[src/rtl/mem_pkg.sv]
// Shared sizing constants and word/address types for the data memory.
package mem_pkg;

    localparam int DATA_WIDTH = 8;
    localparam int ADDR_WIDTH = 8;
    localparam int DEPTH      = 2 ** ADDR_WIDTH;

    typedef logic [ADDR_WIDTH-1:0] mem_addr_t;
    typedef logic [DATA_WIDTH-1:0] mem_word_t;

endpackage : mem_pkg

[src/rtl/data_memory.sv]
// 256 x 8 data memory: one synchronous write port, one combinational read port.
// An asynchronous reset clears every word; reset also overrides a same-cycle write.
module data_memory
    import mem_pkg::*;
(
    input  logic      clock,
    input  logic      reset,
    input  logic      enable_write,
    input  mem_addr_t write_addr,
    input  mem_addr_t read_addr,
    input  mem_word_t write_data,
    output mem_word_t read_data
);

    mem_word_t r_mem [DEPTH];

    // Whole-array clear is the reason this cannot map onto a plain block RAM.
    always_ff @(posedge clock or posedge reset) begin
        if (reset) begin
            for (int i = 0; i < DEPTH; i++) begin
                r_mem[i] <= '0;
            end
        end else if (enable_write) begin
            r_mem[write_addr] <= write_data;
        end
    end

    // Reads show committed contents only; no bypass of pending write_data.
    assign read_data = r_mem[read_addr];

endmodule : data_memory

[config.mk]
export PLATFORM = sky130hd
export DESIGN_NAME = data_memory
export DESIGN_NICKNAME = d
export VERILOG_FILES = /design/src/rtl/mem_pkg.sv /design/src/rtl/data_memory.sv
export SDC_FILE = /design/constraint.sdc
export NUM_CORES = 2
export LEC_CHECK = 0
export BUFFER_PORTS_ARGS = -buffer_cell sky130_fd_sc_hd__buf_2
export CAP_MARGIN = 20
export CORE_ASPECT_RATIO = 0.8
export CORE_UTILIZATION = 45
export CTS_CLUSTER_DIAMETER = 80
export CTS_CLUSTER_SIZE = 10
export DETAILED_ROUTE_END_ITERATION = 12
export GPL_TIMING_DRIVEN = 0
export PLACE_DENSITY_LB_ADDON = 0.1
export SETUP_SLACK_MARGIN = 0.5
export SYNTH_ARGS = -nofsm -noshare
export SYNTH_HDL_FRONTEND = slang
export SYNTH_SLANG_ARGS = --single-unit
[constraint.sdc]
create_clock -name clock -period 180.6 [get_ports clock]
set_input_delay 9.03 -clock clock [delete_from_list [all_inputs] [get_ports clock]]
set_output_delay 9.03 -clock clock [all_outputs]
set_load 0.03 [all_outputs]
==> run_results.csv <==
group,metric,value,unit
yosys,syn-num-nets,6095,
global_route,antenna_found_initial,32,
routing,route.antenna.remaining_nets,0,
sta,min_period,23620,ps
worst_setup_path,ff2ff_setup_slack,179600,ps
cts,htree_num_levels,4,
layout,regMostFlops,"r_mem",
cts,cts_hold_buffers,0,
floorplanning,pin_count,35,
worst_setup_path,crit_top_cell,"buf_2",
cts,clockBufferDepth,3,
power_and_ir_drop,p_int,0.000737,W
worst_setup_path,worstSetupStartpoint,"read_addr[1]",
layout,multi_input_area,0.0397,sq mm
worst_setup_path,slowest_stage,"nor4_1",
power_and_ir_drop,p_switching,0.000261,W
layout,largest_reg_flops,2048,
floorplanning,die_area,0.209,sq mm
layout,regArea,0.0512,sq mm
worst_setup_path,endpoint,"read_data[6]",
global_route,grt_util_met2,46.4,%
routing,via_count,59300,
min_path,hold_path.class,"reg2reg",
yosys,synth_edf_count,0,
cts,cts.repair.resized,0,
power_and_ir_drop,p_leak,48.6,nW
cts,postCtsSetupBuffers,0,
sta,layout_setup_ws,156980,ps
worst_setup_path,ff2ff_path_depth,1,
layout,finalNetCount,6422,
worst_setup_path,critPathArrivalTime,14590,ps
flow_run,drv_cap,0,
routing,drc_errors,0,
placed_design,gp_congestion,1.00,
worst_setup_path,cp_cell_sequence,"buf_4, buf_2, buf_2, buf_2, mux4_2, a22oi_1, a21oi_1, nor4_1, nor4_1, buf_2, buf_2",
yosys,netlist_area,0.0931,sq mm
sta,slew_headroom,6.13,%
routing,wirelength,355000,microns
layout,fill_cells,17300,
placed_design,dp_cells,8857,
power_and_ir_drop,p_seq_share,49.3,%
routing,drt_iter0_markers,7099,
power_and_ir_drop,p_sw_share,26.2,%
yosys,ys_warn_count,0,
placed_design,dp_hpwl,258000,microns
worst_setup_path,max_stage_delay,1100,ps
cts,cts_tree,"built",
routing,routedWlPerCell,38.9,microns
global_route,use_met3,11.2,%
global_route,grtUsageMet1,48.8,%
global_route,grt-busiest-layer,"met1",
sta,worstMarginPinSlew,1410,ps
layout,drive_gt1_share,47.3,%
global_route,grt_usage,34.3,%
cts,root_buffer,"clkbuf_16",
yosys,avgSynthCellArea,15.3,sq um
power_and_ir_drop,p_per_area,9.59,mW/mm^2
power_and_ir_drop,peakVddDrop,0.0116,mV
sta,report.final.setup_viol,0,
yosys,synth_cells,6068,
floorplanning,start_util,45.6,%
floorplanning,coreArea,0.204,sq mm
layout,stdcell_count,9131,
yosys,yosysSeqAreaShare,55.0,%
yosys,synth_cell_types,58,
yosys,async_flop_share,100,%
layout,utilization,50.9,%
worst_setup_path,critPathCaptureType,"output port",
global_route,grt_pass1_vias,59700,
layout,syn_to_final_growth,11.8,%
worst_setup_path,path_class,"in2out",
worst_setup_path,regToRegEndpoint,"r_mem[100]$_DFFE_PP0P_",
yosys,synth-seq-cells,2048,
cts,clock_sinks,2048,
power_and_ir_drop,total_power,0.000998,W
cts,numCtsBuffers,223,
outcome,outcome,"finished clean",
worst_setup_path,r2r_start,"r_mem[100]$_DFFE_PP0P_",
floorplanning,rows,148,
power_and_ir_drop,clock_power_share,40.5,%
sta,finalSetupTns,0,ps
cts,clk_latency,890,ps
global_route,grt_max_degree,135,
routing,dr.pass1.iters,8,
worst_setup_path,crit_required,171570,ps
layout,reg_top3,"r_mem: 2048 flops",
power_and_ir_drop,p_comb_share,10.2,%
placed_design,dp_worst_setup_slack,157350,ps
routing,viasPerCell,6.50,
sta,fin_crit_sh,13.1,%
sta,max_freq,0.0423,GHz
global_route,grt.overflow.total,0,
floorplanning,die_w,511,microns
cts,cts.reportedPaths.clkPinSlew,50,ps
placed_design,io_buffers,17,
sta,hold_viol_final,0,
sta,rsz0062_at_grt,"false",
worst_setup_path,path_max_fanout,10,
worst_setup_path,crit_path_start_kind,"input pin",
sta,finClkSkew,0,ps
floorplanning,fp.dieH,409,microns
sta,slew_viol_final,0,
yosys,ys.flop_type,"dfrtp_1",
global_route,grt_pass1_wl,493000,microns
[cells in the mapped netlist, drive strengths merged (3+ instances only)]
cell     instances  share of area, %
a211oi          12             0.097
a21oi          122              0.66
a22oi          183               1.5
a31oi           14             0.094
and2             9             0.060
and3             6             0.040
and3b            4             0.038
buf            144               1.1
clkbuf         326               1.3
dfrtp         2048                55
inv              5             0.020
mux2          2054                25
mux2i          126               1.4
mux4           444                11
nand2          119              0.48
nand2b          13             0.087
nand3           17             0.091
nand3b           4             0.032
nor2           222               1.1
nor2b           14             0.094
nor3            21              0.12
nor3b            4             0.038
nor4            33              0.22
o21ai           39              0.21
o221ai          29              0.29
o22ai           24              0.16
o2bb2ai          7             0.066
or2              4             0.027
or3              3             0.020
[cell type report]
cell class                      count  area share (%)
Inverter                            5          0.0252
Sequential cell                  2048            49.2
Antenna cell                       19          0.0457
Clock buffer                      227            5.41
Multi-Input combinational cell   3545            38.1
Tap cell                         2700            3.25
Buffer                            470            2.15
Timing Repair Buffer              102            1.49
Clock inverter                     15           0.258
[worst max-delay path: cells and delay by family]
kind                   cells  cell delay (ps)
muxes                      1              420
buffers and inverters      6             2600
and+or+nand+nor            2             1330
AOI/OAI and AO/OA          2             1080
[cells in the final DEF (no fill, tap or decap), types with 24 or more instances in the layout]
cell type	instances
a21oi_1	122
a22oi_1	183
buf_16	26
buf_2	92
buf_4	42
buf_6	26
buf_8	41
clkbuf_1	309
clkbuf_16	224
dfrtp_1	2048
mux2_1	43
mux2_2	2011
mux2i_1	126
mux4_2	443
nand2_1	119
nor2_1	151
nor2_2	71
nor4_1	26
o21ai_0	25
o221ai_1	27
o22ai_1	24
[how the worst min path moves through the flow]
| stage | from | cells past startpoint | slack (ps) | endpoint |
|---|---|---|---|---|
| detailed placement | r_mem[793]$_DFFE_PP0P_ | 1 | 470 | r_mem[793]$_DFFE_PP0P_ |
| CTS | r_mem[782]$_DFFE_PP0P_ | 1 | 490 | r_mem[782]$_DFFE_PP0P_ |
| global placement | r_mem[791]$_DFFE_PP0P_ | 1 | 460 | r_mem[791]$_DFFE_PP0P_ |
| floorplan | r_mem[776]$_DFFE_PP0P_ | 1 | 450 | r_mem[776]$_DFFE_PP0P_ |
| global route | r_mem[787]$_DFFE_PP0P_ | 1 | 500 | r_mem[787]$_DFFE_PP0P_ |
| finish | r_mem[780]$_DFFE_PP0P_ | 1 | 480 | r_mem[780]$_DFFE_PP0P_ |
[power by group through the flow]
stage / registers [W] / logic, W / clock network (W)
after CTS: 0.000492 / 0.0000993 / 0.000410
after floorplan: 0.000499 / 0.0000578 / 0
after global placement: 0.000503 / 0.0000940 / 0
after detailed placement: 0.000500 / 0.0000991 / 0
final: 0.000492 / 0.000101 / 0.000405
after global routing: 0.000494 / 0.000105 / 0.000427
[stage by stage]
stage	cell area (sq um)	hold slack (ps)
6_report	104000	480
5_1_grt	104000	496
4_1_cts	104000	485
3_5_place_dp	98000	470
3_3_place_gp	96600	462
2_1_floorplan	93100	452
[per-layer routing]
| metal | up-vias | part of all wire, % |
|---|---|---|
| met1 | 32600 | 43 |
| li1 | 23300 | - |
| met4 | 14 | 5.7 |
| met3 | 659 | 10 |
| met5 | - | 0.027 |
| met2 | 2773 | 41 |
[cells by family after synthesis]
group                  Yosys count  share of synthesized area (%)
buffers and inverters          475                           2.40
flip-flops                    2048                           55.0
AO/OA/AOI/OAI                  443                           3.17
multiplexers                  2624                           36.9
AND/OR/NAND/NOR                478                           2.47
(Power assumes the default switching activity.)
